--- config.mk ---
export PLATFORM = sky130hd
export DESIGN_NAME = day015_sync_fifo_ctrl
export DESIGN_NICKNAME = d
export VERILOG_FILES = /design/src/rtl/day015_fifo_pkg.sv /design/src/rtl/day014_dual_port_ram.sv /design/src/rtl/day015_fifo_ptr.sv /design/src/rtl/day015_sync_fifo_ctrl.sv
export SDC_FILE = /design/constraint.sdc
export NUM_CORES = 1
export LEC_CHECK = 0
export ABC_CLOCK_PERIOD_IN_PS = 1730
export BUFFER_PORTS_ARGS = -buffer_cell sky130_fd_sc_hd__buf_2
export CORE_AREA = 10 10 97 99
export DETAILED_ROUTE_END_ITERATION = 8
export DIE_AREA = 0 0 107 109
export PLACE_DENSITY = 0.73
export REMOVE_ABC_BUFFERS = 1
export SYNTH_ARGS = -nofsm -noshare
export SYNTH_HDL_FRONTEND = slang
export SYNTH_SLANG_ARGS = --single-unit
--- constraint.sdc ---
create_clock -name clk_i -period 1.73 [get_ports clk_i]
set_clock_uncertainty 0.05 [all_clocks]
set_input_delay 0.0865 -clock clk_i [delete_from_list [all_inputs] [get_ports clk_i]]
set_output_delay 0.0865 -clock clk_i [all_outputs]
set_load 0.01 [all_outputs]
--- src/rtl/day015_fifo_pkg.sv ---
// Shared helpers and defaults for the day015 synchronous FIFO slice.
package day015_fifo_pkg;

  localparam int unsigned DEF_DATA_WIDTH = 8;
  localparam int unsigned DEF_DEPTH      = 8;

  // Number of bits needed to represent v (minimum 1).
  function automatic int unsigned clogb2(input int unsigned v);
    int unsigned r;
    int unsigned x;
    r = 0;
    x = v;
    for (int unsigned i = 0; i < 32; i++) begin
      if (x != 0) begin
        r = r + 1;
        x = x >> 1;
      end
    end
    return (r == 0) ? 1 : r;
  endfunction

  localparam int unsigned DEF_ADDR_WIDTH = clogb2(DEF_DEPTH - 1);

  typedef logic [DEF_ADDR_WIDTH:0] ptr_t;

endpackage

--- src/rtl/day014_dual_port_ram.sv ---
// Dual-port RAM, one clock, registered read on port B; contents have no reset.
module day014_dual_port_ram #(
  parameter int unsigned DATA_WIDTH = 8,
  parameter int unsigned DEPTH      = 8,
  parameter int unsigned ADDR_WIDTH = 3
) (
  input  logic                  clk_i,
  input  logic                  we_a_i,
  input  logic [ADDR_WIDTH-1:0] addr_a_i,
  input  logic [DATA_WIDTH-1:0] data_in_a_i,
  input  logic                  we_b_i,
  input  logic [ADDR_WIDTH-1:0] addr_b_i,
  input  logic [DATA_WIDTH-1:0] data_in_b_i,
  output logic [DATA_WIDTH-1:0] data_out_b_o
);

  logic [DATA_WIDTH-1:0] mem_q [DEPTH];

  always_ff @(posedge clk_i) begin
    if (we_a_i) mem_q[addr_a_i] <= data_in_a_i;
    if (we_b_i) mem_q[addr_b_i] <= data_in_b_i;
    data_out_b_o <= mem_q[addr_b_i];
  end

endmodule

--- src/rtl/day015_fifo_ptr.sv ---
// FIFO pointer: low bits address the RAM, MSB is the wrap bit.
module day015_fifo_ptr #(
  parameter int unsigned ADDR_WIDTH = 3
) (
  input  logic              clk_i,
  input  logic              rst_i,
  input  logic              inc_i,
  output logic [ADDR_WIDTH:0] ptr_o
);

  logic [ADDR_WIDTH:0] ptr_q, ptr_d;

  always_comb begin
    ptr_d = ptr_q;
    if (inc_i) ptr_d = ptr_q + 1'b1;
  end

  always_ff @(posedge clk_i or posedge rst_i) begin
    if (rst_i) ptr_q <= '0;
    else       ptr_q <= ptr_d;
  end

  assign ptr_o = ptr_q;

endmodule

--- src/rtl/day015_sync_fifo_ctrl.sv ---
// Synchronous FIFO controller: turns a dual-port RAM (A write, B read) into an
// ordered FIFO with registered status, a read-valid strobe and sticky error flags.
module day015_sync_fifo_ctrl
  import day015_fifo_pkg::*;
#(
  parameter  int unsigned DATA_WIDTH = DEF_DATA_WIDTH,
  parameter  int unsigned DEPTH      = DEF_DEPTH,
  localparam int unsigned ADDR_WIDTH = clogb2(DEPTH - 1)
) (
  input  logic                  clk_i,
  input  logic                  rst_i,
  input  logic                  wr_en_i,
  input  logic [DATA_WIDTH-1:0] wr_data_i,
  input  logic                  rd_en_i,
  output logic [DATA_WIDTH-1:0] rd_data_o,
  output logic                  rd_valid_o,
  output logic                  full_o,
  output logic                  empty_o,
  output logic [ADDR_WIDTH:0]   count_o,
  output logic                  overflow_o,
  output logic                  underflow_o
);

  typedef logic [ADDR_WIDTH:0] fifo_ptr_t;

  fifo_ptr_t wr_ptr, rd_ptr, wr_ptr_nx, rd_ptr_nx;
  fifo_ptr_t count_q, count_d;
  logic full_q, full_d, empty_q, empty_d;
  logic ovf_q, ovf_d, unf_q, unf_d;
  logic rd_valid_q;
  logic wr_acc, rd_acc;
  logic [DATA_WIDTH-1:0] ram_rdata, rd_hold_q;

  always_comb begin
    wr_acc    = wr_en_i && !full_q;
    rd_acc    = rd_en_i && !empty_q;
    wr_ptr_nx = wr_ptr + fifo_ptr_t'(wr_acc);
    rd_ptr_nx = rd_ptr + fifo_ptr_t'(rd_acc);
    full_d    = (wr_ptr_nx[ADDR_WIDTH-1:0] == rd_ptr_nx[ADDR_WIDTH-1:0]) &&
                (wr_ptr_nx[ADDR_WIDTH] != rd_ptr_nx[ADDR_WIDTH]);
    empty_d   = (wr_ptr_nx == rd_ptr_nx);
    count_d   = count_q + fifo_ptr_t'(wr_acc) - fifo_ptr_t'(rd_acc);
    ovf_d     = ovf_q | (wr_en_i & full_q);
    unf_d     = unf_q | (rd_en_i & empty_q);
  end

  day015_fifo_ptr #(.ADDR_WIDTH(ADDR_WIDTH)) u_wr_ptr (
    .clk_i (clk_i),
    .rst_i (rst_i),
    .inc_i (wr_acc),
    .ptr_o (wr_ptr)
  );

  day015_fifo_ptr #(.ADDR_WIDTH(ADDR_WIDTH)) u_rd_ptr (
    .clk_i (clk_i),
    .rst_i (rst_i),
    .inc_i (rd_acc),
    .ptr_o (rd_ptr)
  );

  day014_dual_port_ram #(
    .DATA_WIDTH (DATA_WIDTH),
    .DEPTH      (DEPTH),
    .ADDR_WIDTH (ADDR_WIDTH)
  ) u_ram (
    .clk_i        (clk_i),
    .we_a_i       (wr_acc),
    .addr_a_i     (wr_ptr[ADDR_WIDTH-1:0]),
    .data_in_a_i  (wr_data_i),
    .we_b_i       (1'b0),
    .addr_b_i     (rd_ptr[ADDR_WIDTH-1:0]),
    .data_in_b_i  ('0),
    .data_out_b_o (ram_rdata)
  );

  always_ff @(posedge clk_i or posedge rst_i) begin
    if (rst_i) begin
      count_q    <= '0;
      full_q     <= 1'b0;
      empty_q    <= 1'b1;
      ovf_q      <= 1'b0;
      unf_q      <= 1'b0;
      rd_valid_q <= 1'b0;
      rd_hold_q  <= '0;
    end else begin
      count_q    <= count_d;
      full_q     <= full_d;
      empty_q    <= empty_d;
      ovf_q      <= ovf_d;
      unf_q      <= unf_d;
      rd_valid_q <= rd_acc;
      if (rd_valid_q) rd_hold_q <= ram_rdata;
    end
  end

  // RAM output is unreset and free-running; the hold register gives reset-zero and hold semantics.
  assign rd_data_o   = rd_valid_q ? ram_rdata : rd_hold_q;
  assign rd_valid_o  = rd_valid_q;
  assign full_o      = full_q;
  assign empty_o     = empty_q;
  assign count_o     = count_q;
  assign overflow_o  = ovf_q;
  assign underflow_o = unf_q;

endmodule

==> impl_results.md, run 1 <==
- CTS clk-pin slew, worst paths: roughly 0.090 ns
- Hold Vio Cnt, Final: 0
- Worst setup path category: reg2reg
- Worst slew margin: 77.6%
- Clock share of power: 19.9%
- DP HPWL: between 3 and 4 mm
- Area grow syn2layout: 18.2%
- Die H: 109 µm
- Setup crit end kind: register
- Vias in the first global route: 1904
- Share of layout cells above drive strength 1: a little over a third
- Combinational share of power: 35.4%
- Post-synthesis register bit count: 97
- Part of the power in registers: between 40% and 50%
- Sw power: 2200 µW
- Latest clock arrival within the worst-skew pair: 0.36 ns
- Most common cell after layout, fill and taps aside: edfxtp_1
- Fin cells: 364
- Min Clock Period, post-route: 1.66 ns
- Max Root-Sink Buffers: 2
- Met1 Use GR: between 10 and 15%
- First-pass DRT Iterations: 4
- Global-route wire length before repair: between 10 and 15 mm
- Layout Nets: between 200 and 300
- Drt total wl: slightly above 6 mm
- Dpl cells: 336
- TNS Setup: 0 ns
- GRT Total Usage: between 10% and 20%
- Initial antenna violation count: 0
- Antenna-violating nets left: 0
- Slew Limit Fails: 0
- Root Buffer: clkbuf_8
- Final Cell Area: 4550 µm²
- Commonest cells after routing, fill and taps aside: edfxtp_1 (64), buf_2 (28), dfrtp_1 (24), buf_4 (16), dlygate4sd3_1 (11)
- GRT busiest layer: met2
- Starting Density: 51.2%
- Full die area: 11700 µm²
- Net Sw Frac: 29.4%
- CTS Buf Count: 9
- Status: complete, no violations
- Clk sinks: 97
- H-tree Lvls: 3
- Largest net degree at the start of global routing: 24
- I/O Buffers: 28
- Vias/cell: 5.05
- Cells after Synth: 198
- Gr ovfl total: 0
- Count of cell types in the netlist: 29
- I/O Pins: 29
- CP required: ~1.9 ns
- Synth Area per Inst: 19.5 µm²
- CTS tree: built
- DR iter-0 viols: 106
- VDD IR max: 576 µV
- P_leak: 0.00178 µW
- Crit share post-route: 95.8%
- Max cap viols: 0
- Cell Area, Placed: 4210 µm²
- Max Clk Rate: 603 MHz
- Via count: between 1500 and 2000
- Worst-path maximum fanout: 4
- Die Width: 107 µm
- Yosys warnings: 0
- ANT cells: 0
- GPL Wtd Cong: 0.728
- Worst-Margin Slew: 0.336 ns
- Type of the tightest min-delay check: in2async
- Sequential cell area fraction in the yosys report: approximately 70%
- Routed len/inst: 17.1 µm
- Int Pwr: 5290 µW
- Row count: 32
- Endpoints failing setup: 0
- Hold slack: approximately 0.086 ns
- Global routing usage on met2: 18.1%
- Crit start category: register
- Total power: between 7000 and 8000 µW
- Power per cell area: 1650 nW/µm²
- # DRC: 0
- Routing usage on met3: 2.65%
- Crit path arrival time: ~1.9 ns
- Post-Syn Area: 3850 µm²
- Core Box Area: around 7500 µm²
## power by group through the flow
stage	logic, µW	registers, µW	clock network (µW)
5_1_grt	2950	3420	1610
4_1_cts	2700	3350	1530
3_5_place_dp	2670	3400	0
6_report	2650	3350	1490
2_1_floorplan	1650	3550	0
3_3_place_gp	2620	3380	0
## sequential cells by signal (all words and copies together) (netlist names)
register            count
u_rd_ptr.ptr_o          4
u_ram.mem_q            64
empty_o                 1
rd_hold_q               8
count_o                 4
overflow_o              1
rd_valid_o              1
u_ram.data_out_b_o      8
underflow_o             1
u_wr_ptr.ptr_o          4
full_o                  1
## cells in the mapped netlist (all sizes together)
master,instances,area [µm²]
buf,8,61.3
dfstp,1,26.3
ha,8,100
dfrtp,24,601
nor3,2,10.0
nor2,7,26.3
a21oi,1,5.00
and2,1,6.26
xnor3,1,22.5
clkbuf,1,3.75
a21o,3,22.5
nand2b,4,25.0
inv,3,11.3
nand2,4,15.0
dfxtp,8,160
fa,1,20.0
nand3,2,10.0
mux4,16,390
xor2,9,78.8
edfxtp,64,1920
and4,2,18.8
xnor2,8,70.1
nor2b,2,12.5
mux2,18,233
## area by class of cell
type	instances	area, µm²
Fill cell	574	2980
Sequential cell	97	2710
Multi-Input combinational cell	89	1090
Timing Repair Buffer	57	410
Clock buffer	11	141
Tap cell	102	128
Clock inverter	5	63.8
Inverter	3	11.3
## per-stage QoR
| stage | worst slack (ns) | util, % |
|---|---|---|
| 2_1_floorplan | -0.295 | - |
| 3_3_place_gp | 0.0544 | 55.9 |
| 3_5_place_dp | -0.00954 | 55.9 |
| 4_1_cts | 0.0208 | 60.1 |
| 5_1_grt | -0.0203 | 60.5 |
| 6_report | 0.0723 | 60.5 |
## critical path: stages (launching register included)
cell     delay (ns)
dfstp_2        0.57
nor2b_4        0.06
xor2_1         0.14
ha_2           0.19
fa_1           0.37
xor2_1         0.17
## cell families (layout without fill, tap and decap cells)
logic type / Yosys count / in the layout / synth area share, %
and+or+nand+nor: 24 / 24 / 3.22
adders and majority gates: 9 / 9 / 3.12
xor gates and xnor gates: 18 / 18 / 4.45
buffers and inverters: 12 / 76 / 1.98
AOI/OAI and AO/OA: 4 / 4 / 0.715
DFF: 97 / 97 / 70.3
muxes: 34 / 34 / 16.2
## final timing paths
path                                       from                     end  slack (ns)  cells after the start
max                           empty_o$_DFF_PP1_    count_o[2]$_DFF_PP0_        0.07                      5
min                                       rst_i  rd_hold_q[0]$_DFF_PP0_        0.09                      3
max reg2reg                   empty_o$_DFF_PP1_    count_o[2]$_DFF_PP0_        0.07                      5
min reg2reg                overflow_o$_DFF_PP0_    overflow_o$_DFF_PP0_        0.42                      1
max in group asynchronous                 rst_i       empty_o$_DFF_PP1_        0.98                      4
min in group clk_i         overflow_o$_DFF_PP0_    overflow_o$_DFF_PP0_        0.42                      1
## repair_timing
action	in CTS	in global routing
gates resized for setup	2	5
hold buffers	11	0
setup endpoints to repair	2	6
pin swaps	0	3
hold endpoints to repair	90	0
setup buffers	0	1
## routing by layer
layer  wire length [µm]  vias up  part of all wire, %
met5                  0        -                    0
met1               2880      923                   46
li1                   -      874                    -
met2               2980       33                   48
met4                109        0                  1.8
met3                246        8                  4.0
Note: power is estimated with default switching activity, not from simulation.
==> run 2, diff against run 1 <==
Settings changed: BUFFER_PORTS_ARGS -buffer_cell sky130_fd_sc_hd__buf_2 to -buffer_cell sky130_fd_sc_hd__buf_4.
==> run 2 against run 1 <==
Sequential power about the same. Final cell count grew 0.82%. Via count increased by 2.0%. Die area unchanged. Clock power shrank 7%. Utilization is 1.3 points higher. Global-route usage is 0.16 points higher. Non-clock buffer count grew 3. Critical path depth unchanged. Final area is 2.2% higher.
==> impl_results.md, run 2 (same netlist as run 1, synthesis figures left out) <==
- Largest net degree at the start of global routing: 24
- Slowest Stage Delay on Critical Path: 0.44 ns
- ANT cells: 0
- Root Buffer: clkbuf_8
- CP required: 1.91 ns
- Drt total wl: 6.39 mm
- First-pass DRT Iterations: 4
- Die H: approximately 110 µm
- Max Clk Rate: about 600 MHz
- Largest registers: u_ram.mem_q x64, rd_hold_q x8, u_ram.data_out_b_o x8
- Vias in the first global route: 1939
- DP HPWL: 4.10 mm
- CP bufs+invs: 1
- DR iter-0 viols: 104
- Global-route wire length before repair: slightly above 10 mm
- Pre-CTS setup slack: 0.0323 ns
- Worst setup path category: reg2reg
- Gr ovfl total: 0
- CP cell instances: nor2b_1 > buf_4 > xor2_1 > ha_1 > fa_2
- Die Width: roughly 110 µm
- Power per cell area: 1640 nW/µm²
- Crit start category: register
- I/O Buffers: 28
- Area grow syn2layout: 20.8%
- Antenna-violating nets left: 0
- Hold slack: 0.0979 ns
- Final setup margin: 0.0700 ns
- Worst-path maximum fanout: 7
- Max Root-Sink Buffers: 2
- Commonest cells after routing, fill and taps aside: edfxtp_1 (64), buf_4 (47), dfrtp_1 (24), dlygate4sd3_1 (11), mux2_2 (10)
- Status: complete, no violations
- Worst path top cell family by delay: adder cells
- Via count: 1875
- Min Clock Period, post-route: 1.66 ns
- Register name with the most flops: u_ram.mem_q
- Worst-Margin Slew: around 0.34 ns
- CP max-delay cell: fa_2
- P_leak: 0.00181 µW
- Max reg flops: 64
- Crit path arrival time: between 1.5 and 2 ns
- Fillers: about 560
- Slew Limit Fails: 0
- Routed len/inst: between 15 and 20 µm
- I/O Pins: 29
- Endpoints failing setup: 0
- Setup crit end kind: register
- Latest clock arrival within the worst-skew pair: 0.35 ns
- Type of the tightest min-delay check: in2async
- VDD IR max: 551 µV
- Multi-input gate area: 1120 µm²
- Most common cell after layout, fill and taps aside: edfxtp_1
- Full die area: 11700 µm²
- Core Box Area: roughly 7500 µm²
- H-tree Lvls: 3
- GPL Wtd Cong: 0.780
- Crit share post-route: a little over nine tenths
- Hold Vio Cnt, Final: 0
- CTS clk-pin slew, worst paths: 0.09 ns
- Layout Nets: 281
- Clk sinks: 97
- # DRC: 0
- GRT Total Usage: 11.7%
- Share of layout cells above drive strength 1: 37.4%
- Sequential standard cell area: 2710 µm²
- Initial antenna violation count: 0
- CTS tree: built
- Row count: 32
- Max cap viols: 0
- CTS Buf Count: 9
- Worst slew margin: 77.6%
- Vias/cell: 5.11
- Starting Density: 51.2%
## run 2: changes by cell type in the layout (fill, tap and decap cells not counted), sizes merged
cell / change
inv: -1
clkbuf: -1
clkinv: +1
buf: +3
clkinvlp: +1
## run 2: timing repair
action,CTS,global route
gates resized for setup,0,11
setup endpoints to repair,0,9
hold buffers,11,0
endpoints found under the hold margin,90,0
setup buffers,0,5
## run 2: final timing paths
kind                                        from                             to  slack (ns)  cells past startpoint
max                             full_o$_DFF_PP0_           count_o[1]$_DFF_PP0_        0.07                      5
min                                        rst_i         rd_hold_q[2]$_DFF_PP0_         0.1                      3
max reg2reg                     full_o$_DFF_PP0_           count_o[1]$_DFF_PP0_        0.07                      5
min reg2reg                underflow_o$_DFF_PP0_          underflow_o$_DFF_PP0_        0.43                      1
max in group asynchronous                  rst_i              empty_o$_DFF_PP1_        1.00                      4
min in group clk_i                       wr_en_i  u_wr_ptr.ptr_o[2]$_DFFE_PP0P_        0.25                      5
## run 2: metrics by stage
step,TNS (ns),cells,cell area [µm²],total power [µW],utilization [%]
after global routing,-0.191,367,4650,8100,61.8
after detailed placement,0,335,4270,6220,56.7
after global placement,0,335,4270,6120,56.7
final,0,367,4650,7630,61.8
after CTS,0,362,4560,7640,60.6
after floorplan,-9.84,189,3790,5200,-
## run 2: worst register-to-register path, delay by kind of cell (launching register included)
kind	cells	cell delay, ns
fa+ha+maj	2	0.65
flops	1	0.40
simple gates	1	0.12
buf+inv	1	0.17
xor+xnor	1	0.15
## run 2: area by class of cell
type,instances,area share (%)
Tap cell,102,2.74
Timing Repair Buffer,60,10.8
Sequential cell,97,58.2
Multi-Input combinational cell,89,24.0
Clock inverter,6,1.24
Clock buffer,10,2.74
Inverter,3,0.242
## run 2: report_power, final
group | internal [µW] | switching (µW) | total (µW) | leakage, µW
clock | 661 | 728 | 1390 | 0.0000940
combinational | 1630 | 1240 | 2870 | 0.000773
sequential | 3090 | 276 | 3370 | 0.000939
total | 5390 | 2240 | 7630 | 0.00181
## run 2: routing by layer
| layer | GRT usage (%) | share of wire, % |
|---|---|---|
| met1 | 13.3 | 44 |
| met2 | 19.8 | 51 |
| met3 | 3.42 | 3.4 |
| met4 | 5.71 | 1.3 |
| met5 | 0 | 0 |
==> run 3, diff against run 2 <==
Settings changed: MAX_ROUTING_LAYER from default to met4.
==> run 3 against run 2 <==
Global-route usage grew 0.38 points. Sequential power is essentially flat. Maximum frequency is essentially flat. Wire length shrank 0.61%. First-iteration DRC count grew 19%. Sequential share of layout area is the same. Final area is the same. Count of clock-buffer cells in the layout is the same.
==> impl_results.md, run 3 (same netlist as run 1, synthesis figures left out) <==
- Worst Setup SP: full_o$_DFF_PP0_
- Routed len/inst: 17.3 µm
- DP HPWL: ~4.1 mm
- VDD IR max: 553 µV
- Crit start category: register
- Clock share of power: 18.2%
- Net Sw Frac: between 20% and 30%
- End point of the critical path: count_o[1]$_DFF_PP0_
- Max Clk Rate: 602 MHz
- Worst slew margin: between 70% and 80%
- Crit share post-route: 95.9%
- Register name with the most flops: u_ram.mem_q
- Latest clock arrival within the worst-skew pair: between 0.3 and 0.4 ns
- H-tree Lvls: 3
- Power per cell area: 1640 nW/µm²
- Largest net degree at the start of global routing: 24
- Combinational share of power: 37.5%
- Area grow syn2layout: 20.8%
- Hold slack: 0.0952 ns
- Part of the power in registers: 44.2%
- Vias in the first global route: 1933
- Status: complete, no violations
- I/O Buffers: 28
- ANT cells: 0
- Gr ovfl total: 0
- Layout Nets: 281
- Die H: 109 µm
- Initial antenna violation count: 0
- CP required: 1.91 ns
- P_leak: between 0.0015 and 0.002 µW
- CTS clk-pin slew, worst paths: 0.09 ns
- First-pass DRT Iterations: 5
- CP Depth: 5
- Worst path top cell family by delay: adder cells
- Min Clock Period, post-route: 1.66 ns
- Final setup margin: 0.0702 ns
- TNS Setup: 0 ns
- Root Buffer: clkbuf_8
- Via count: 1873
- Crit path arrival time: around 1.8 ns
- Setup crit end kind: register
- Sw power: around 2200 µW
- Vias/cell: ~5
- CP cell instances: nor2b_1 > buf_4 > xor2_1 > ha_1 > fa_2
- Endpoints failing setup: 0
- Starting Density: 51.2%
- Global-route wire length before repair: 10.3 mm
- Worst setup path category: reg2reg
- Largest registers: u_ram.mem_q x64, rd_hold_q x8, u_ram.data_out_b_o x8
- Max cap viols: 0
- Max reg flops: 64
- GPL Wtd Cong: a little under 0.8
- Type of the tightest min-delay check: in2async
- Die Width: 107 µm
- Slew Limit Fails: 0
- Reg2Reg Depth: 5
- Reg-to-Reg Start: full_o$_DFF_PP0_
- CP bufs+invs: 1
- Worst-Margin Slew: 0.336 ns
- Slowest Stage Delay on Critical Path: 0.44 ns
- Commonest cells after routing, fill and taps aside: edfxtp_1 (64), buf_4 (47), dfrtp_1 (24), dlygate4sd3_1 (11), mux2_2 (10)
- Full die area: 11700 µm²
- Post-Route Utilization: 61.8%
- Worst-path maximum fanout: 7
- # DRC: 0
- DR iter-0 viols: 124
- Drt total wl: about 6.4 mm
- Int Pwr: 5390 µW
- Crit Reg-Reg Endpoint: count_o[1]$_DFF_PP0_
- Pre-CTS setup slack: 0.0323 ns
- CTS Buf Count: 9
- CTS tree: built
- GRT Total Usage: 12.1%
- R2r setup slk: 0.07 ns
- Most common cell after layout, fill and taps aside: edfxtp_1
- Antenna-violating nets left: 0
- Row count: 32
- Clk sinks: 97
- Share of layout cells above drive strength 1: ~37%
- Total power: 7620 µW
- CP max-delay cell: fa_2
- Core Box Area: ~7500 µm²
- Max Root-Sink Buffers: 2
- Hold Vio Cnt, Final: 0
- I/O Pins: 29
==> run 3: cell counts in the layout (fill, tap and decap cells not counted) <==
No cell type changed its count.
==> run 3: final cells by class <==
cell class                 instances  area [µm²]
fill                             562        2870
sequential                        97        2710
multi-input combinational         89        1120
timing repair buffer              60         503
clock buffer                      10         128
tap                              102         128
clock inverter                     6        57.6
inverter                           3        11.3
==> run 3: stage by stage <==
stage,instances,area [µm²]
finish,367,4650
global route,367,4650
global placement,335,4270
CTS,362,4560
floorplan,189,3790
detailed placement,335,4270
==> run 3: worst min path at each step <==
stage	startpoint	end	slack, ns	depth (start not counted)
after floorplan	rst_i	count_o[0]$_DFF_PP0_	0.06	1
after global placement	rst_i	rd_hold_q[2]$_DFF_PP0_	-0.09	2
after detailed placement	rst_i	rd_hold_q[2]$_DFF_PP0_	-0.09	2
after CTS	rst_i	rd_hold_q[2]$_DFF_PP0_	0.08	3
after global routing	rst_i	rd_hold_q[2]$_DFF_PP0_	0.09	3
final	rst_i	rd_hold_q[2]$_DFF_PP0_	0.1	3
==> run 3: worst min-delay path, cell delays in order <==
cell,delay [ns]
dlygate4sd3_1,0.53
buf_4,0.13
inv_1,0.09
==> run 3: repair_timing <==
item | in CTS | in global routing
gates resized for setup | 0 | 11
setup endpoints to repair | 0 | 9
hold buffers | 11 | 0
buffers inserted | 0 | 5
hold endpoints to repair | 90 | 0
==> run 3: power by group through the flow <==
stage | Combinational, µW | Clock (µW) | Sequential (µW)
2_1_floorplan | 1650 | 0 | 3550
3_3_place_gp | 2730 | 0 | 3380
3_5_place_dp | 2800 | 0 | 3420
4_1_cts | 2840 | 1440 | 3360
5_1_grt | 3150 | 1520 | 3440
6_report | 2860 | 1390 | 3370
==> run 3: per-layer routing <==
layer / GRT usage [%] / share of wire [%] / wire length [µm]
met5: - / 0 / 0
met4: 5.71 / 1.7 / 110
met3: 3.30 / 3.6 / 231
met2: 19.8 / 51 / 3210
met1: 13.5 / 44 / 2800
